**config.mk**
```make
export PLATFORM = sky130hd
export DESIGN_NAME = alu_cmd_sequencer
export DESIGN_NICKNAME = d
export VERILOG_FILES = /design/src/rtl/alu_pkg.sv /design/src/rtl/alu_cmd_sequencer.sv
export SDC_FILE = /design/constraint.sdc
export NUM_CORES = 1
export LEC_CHECK = 0
export BUFFER_PORTS_ARGS = -buffer_cell sky130_fd_sc_hd__buf_2
export CAP_MARGIN = 25
export CORE_ASPECT_RATIO = 1.25
export CORE_MARGIN = 2
export CORE_UTILIZATION = 44
export CTS_CLUSTER_SIZE = 40
export DETAILED_ROUTE_END_ITERATION = 7
export PLACE_DENSITY = 0.8
export SYNTH_ARGS = -nofsm -noshare
export SYNTH_HDL_FRONTEND = slang
export SYNTH_SLANG_ARGS = --single-unit
```
**constraint.sdc**
```tcl
create_clock -name clk -period 1.4 [get_ports clk]
set_input_delay 0.14 -clock clk [delete_from_list [all_inputs] [get_ports clk]]
set_output_delay 0.14 -clock clk [all_outputs]
set_load 0.05 [all_outputs]
```
**src/rtl/alu_pkg.sv**
```systemverilog
// Shared types for the ALU and its command sequencer: opcode encoding,
// the reserved illegal opcode and the sequencer state machine encoding.
package alu_pkg;

    typedef enum logic [2:0] {
        ADD         = 3'd0,
        SUB         = 3'd1,
        AND_OP      = 3'd2,
        OR_OP       = 3'd3,
        XOR_OP      = 3'd4,
        SHIFT_LEFT  = 3'd5,
        SHIFT_RIGHT = 3'd6
    } alu_op_t;

    localparam logic [2:0] ALU_OP_ILLEGAL = 3'd7;

    typedef enum logic [1:0] {
        IDLE = 2'd0,
        EXEC = 2'd1,
        RESP = 2'd2
    } seq_state_t;

    function automatic logic is_illegal_op(input alu_op_t op);
        return (3'(op) == ALU_OP_ILLEGAL);
    endfunction

endpackage

```
**src/rtl/alu_cmd_sequencer.sv**
```systemverilog
// Command-side initiator for the 16-bit combinational ALU: registers operands,
// waits one cycle for the ALU to settle, and returns result/flags on a response channel.
module alu_cmd_sequencer
    import alu_pkg::*;
#(
    parameter logic [15:0] ACC_RESET = 16'h0000,
    parameter int          CNT_W     = 16
) (
    input  logic             clk,
    input  logic             rst_n,

    input  logic             cmd_valid,
    output logic             cmd_ready,
    input  logic [15:0]      cmd_a,
    input  logic [15:0]      cmd_b,
    input  alu_op_t          cmd_op,
    input  logic             cmd_use_acc,
    input  logic             acc_clr,

    output logic [15:0]      alu_a,
    output logic [15:0]      alu_b,
    output alu_op_t          alu_op,
    input  logic [15:0]      alu_result,
    input  logic             alu_carry,
    input  logic             alu_zero,

    output logic             rsp_valid,
    input  logic             rsp_ready,
    output logic [15:0]      rsp_result,
    output logic             rsp_carry,
    output logic             rsp_zero,
    output logic             rsp_err,

    output logic [CNT_W-1:0] op_count
);

    seq_state_t  state;
    seq_state_t  state_next;
    logic [15:0] acc;
    logic        accept;
    logic        accept_illegal;

    assign cmd_ready      = (state == IDLE);
    assign rsp_valid      = (state == RESP);
    assign accept         = cmd_valid && cmd_ready;
    assign accept_illegal = accept && is_illegal_op(cmd_op);

    always_ff @(posedge clk or negedge rst_n) begin
        if (!rst_n) begin
            state <= IDLE;
        end else begin
            state <= state_next;
        end
    end

    always_comb begin
        state_next = state;
        unique case (state)
            IDLE: begin
                if (accept) begin
                    state_next = accept_illegal ? RESP : EXEC;
                end
            end
            EXEC: begin
                state_next = RESP;
            end
            RESP: begin
                if (rsp_ready) begin
                    state_next = IDLE;
                end
            end
            default: begin
                state_next = IDLE;
            end
        endcase
    end

    // Operand registers only move on accept, so the ALU inputs hold between commands.
    always_ff @(posedge clk or negedge rst_n) begin
        if (!rst_n) begin
            alu_a  <= 16'h0000;
            alu_b  <= 16'h0000;
            alu_op <= ADD;
        end else if (accept) begin
            alu_a  <= cmd_use_acc ? acc : cmd_a;
            alu_b  <= cmd_b;
            alu_op <= cmd_op;
        end
    end

    always_ff @(posedge clk or negedge rst_n) begin
        if (!rst_n) begin
            rsp_result <= 16'h0000;
            rsp_carry  <= 1'b0;
            rsp_zero   <= 1'b0;
            rsp_err    <= 1'b0;
        end else if (accept_illegal) begin
            rsp_result <= 16'h0000;
            rsp_carry  <= 1'b0;
            rsp_zero   <= 1'b0;
            rsp_err    <= 1'b1;
        end else if (state == EXEC) begin
            rsp_result <= alu_result;
            rsp_carry  <= alu_carry;
            rsp_zero   <= alu_zero;
            rsp_err    <= 1'b0;
        end
    end

    // A clear takes priority over the EXEC write-back of the result.
    always_ff @(posedge clk or negedge rst_n) begin
        if (!rst_n) begin
            acc <= ACC_RESET;
        end else if (acc_clr) begin
            acc <= ACC_RESET;
        end else if (state == EXEC) begin
            acc <= alu_result;
        end
    end

    always_ff @(posedge clk or negedge rst_n) begin
        if (!rst_n) begin
            op_count <= '0;
        end else if (state == EXEC) begin
            op_count <= op_count + CNT_W'(1);
        end
    end

endmodule
```
==> metrics.yaml <==
floorplanning:
  start_util_pct: 45.2
  die-width_um: 84.0
  num_rows: 36
  coreArea_sq_um: 7790
  die_h_um: 104
  dieArea_sq_um: 8730
  num_io_pins: 131
pwr:
  totalPowerFinal_mw: 12.3
  p_comb_share_pct: 51.1
  switching_power_mw: 5.91
  p_int_mw: 6.38
  p_leak_nw: 2.52
  switching_share_pct: 48.1
  p_per_area_nw_per_um2: 2500
  power_frac_seq_pct: 33.1
  p_clk_share_pct: 15.8
  vdd_drop_max_uv: 1690
timing:
  post-route-min-period_ns: 1.35
  maxSlewViolCount: 0
  fin_crit_sh_pct: 96.5
  max_slew_margin_pct: 67.3
  setup_viol: 0
  worst_slew_pin_slew_ns: 0.490
  finalClockSkew_ns: 0.0115
  fmax_ghz: 0.740
  final.setup.worst_slack_ns: 0.0485
  rsz0062_at_grt: "yes"
  finalHoldViolations: 0
final_layout:
  final_cells: 570
  finalNetCount: 531
  areaGrowthSynthToFinish_pct: 39.7
  final_util_pct: 63.1
  drive_above_1_share_pct: 44.6
  fill_cells: 635
  antenna_cells: 0
  final_cell_area_sq_um: 4910
global_routing:
  grt_pass1_vias: 2990
  grt_usage_pct: 20.0
  grt_max_degree: 36
  grt_pass1_wl_mm: 14.0
  met3_usage_pct: 2.62
  overflow: 0
  grt_use_met1_pct: 22.3
  met2_usage_pct: 36.5
  grt_antenna_before_repair: 0
  grt-busiest-layer: "met2"
setup_path:
  required_ns: 1.64
  worst_setup_path_start_kind: "register"
  worst_path_max_delay_cell: "dfrtp_2"
  cp-end-kind: "register"
  crit_chain: "nor2_4 -> and2_4 -> buf_12 -> mux2_2"
  critPathArrivalTime_ns: 1.59
  slowest_delay_ns: 0.46
  path_buf_inv: 1
  cp_top_family: "flip-flops"
  critPathKind: "reg -> reg"
  cp_max_fo: 10
placement:
  place_ws_ns: -0.0750
  place_area_sq_um: 4410
  place_congestion: 0.838
  place.port_buffers: 130
  dp_cells: 537
  dp_hpwl_mm: 6.21
clock_network:
  cts_sinks: 88
  cts-root-buf: "clkbuf_8"
  cts.path.max_buffers: 2
  path_clk_slew_ns: 0.08
  clk_latency_ns: 0.36
  cts_buffers: 9
  cts_htree_levels: 3
  cts_tree: "done"
synthesis:
  netlist-cell-type-count: 27
  syn_avg_cell_area_sq_um: 11.1
  synth_top_area_cell: "dfrtp_1"
  yosysTopAreaCellShare_pct: 62.6
  syn_nets: 376
  syn_area_sq_um: 3520
  yosys-top-cells-area: "dfrtp_1 (63%), nand2_1 (8.3%), mux2_2 (5.8%)"
  yosysWarningCount: 0
  netlist_instances: 316
  yosysSeqAreaShare_pct: 62.6
  ys_seq_elements: 88
routing:
  drc: 0
  vias: 2840
  wl_mm: 8.67
  dr.first_iter.drc_count: 165
  ant_nets: 0
  viasPerCell: 4.98
  wl_per_cell_um: 15.2
  dr.pass1.iters: 4
min_path:
  hold_path_class: "in -> reg"
outcome:
  outcome: "completed"
flow_run:
  drv_cap: 0
final timing paths:
path	cells past startpoint	endpoint	slack, ns	start
max reg2reg	4	alu_b[12]	0.05	state[1]
min reg2reg	2	rsp_result[7]	0.48	rsp_result[7]
max in group asynchronous	3	alu_b[4]	0.60	rst_n
min	2	alu_b[2]	0.02	cmd_b[2]
max	4	alu_b[12]	0.05	state[1]
min in group asynchronous	2	alu_op[1]	0.24	rst_n
kinds of logic after synthesis:
kind of cell	Yosys count	share of synthesized area, %
multiplexers	35	10.6
AO/OA/AOI/OAI	37	5.41
flip-flops	88	62.6
buffers and inverters	20	3.06
adder cells (fa/ha/maj)	1	0.356
AND/OR/NAND/NOR	120	14.2
XOR/XNOR	15	3.73
registers in the layout, indices dropped and copies added (netlist names):
register	count
acc	16
alu_a	16
alu_b	16
op_count	16
rsp_result	16
alu_op	3
state	2
rsp_carry	1
rsp_err	1
rsp_zero	1
per-layer routing:
metal / vias up / share of wire, %
li1: 1354 / -
met1: 1389 / 39
met2: 82 / 55
met3: 15 / 3.6
met4: 0 / 2.3
met5: - / 0
timing repair:
| action | 4_1_cts | 5_1_grt |
|---|---|---|
| setup buffers | 1 | 4 |
| hold buffers | 11 | 0 |
| resized for setup | 6 | 15 |
| endpoints found under the hold margin | 34 | 0 |
| setup endpoints to repair | 8 | 45 |
| cloned | 0 | 2 |
| pin swaps | 0 | 6 |
metrics by stage:
stage                     hold slack (ns)  setup TNS [ns]
after floorplan                    -0.156           -5.78
after global placement             0.0685         -0.0137
after detailed placement           0.0713          -0.324
after CTS                         0.00113        -0.00250
after global routing               0.0199         -0.0295
final                              0.0187               0
cell type report:
class                           count  area (sq um)  area share [%]
Clock buffer                       12           155            3.16
Clock inverter                      3          65.1            1.32
Inverter                            2          7.51           0.153
Multi-Input combinational cell    208          1310            26.6
Sequential cell                    88          2220            45.2
Tap cell                           95           119            2.42
Timing Repair Buffer              162          1040            21.2
power by group through the flow:
| stage | logic (mW) | registers [mW] | clock network [mW] |
|---|---|---|---|
| detailed placement | 6.00 | 4.10 | 0 |
| floorplan | 1.50 | 6.98 | 0 |
| global route | 6.62 | 4.18 | 2.09 |
| global placement | 5.90 | 4.03 | 0 |
| CTS | 6.08 | 4.06 | 1.98 |
| finish | 6.28 | 4.06 | 1.95 |
cell usage after synthesis, drive strengths merged:
cell type	n
and3	4
nor2	20
a21oi	34
dfrtp	88
nand4	5
xnor2	11
nand2	78
nor2b	1
ha	1
mux2	19
o21ai	1
buf	13
nand3	6
nor3	2
and4	1
clkbuf	5
a21o	2
and2	1
and2b	1
mux2i	16
or2b	1
xor2	4
inv	2
cell usage in the layout, fill, tap and decap left out, drive strengths merged:
cell type    Yosys  routed
a21o             2       2
a21oi           34      34
and2             1       1
and2b            1       1
and3             4       4
and4             1       1
buf             13     149
bufinv           0       2
clkbuf           5      14
clkinv           0       1
dfrtp           88      88
dlygate4sd3      0      11
ha               1       1
inv              2       2
mux2            19      19
mux2i           16      16
nand2           78      78
nand3            6       6
nand4            5       5
nor2            20      20
nor2b            1       1
nor3             2       2
o21ai            1       1
or2b             1       1
xnor2           11      11
xor2             4       4
(Power assumes the default switching activity.)
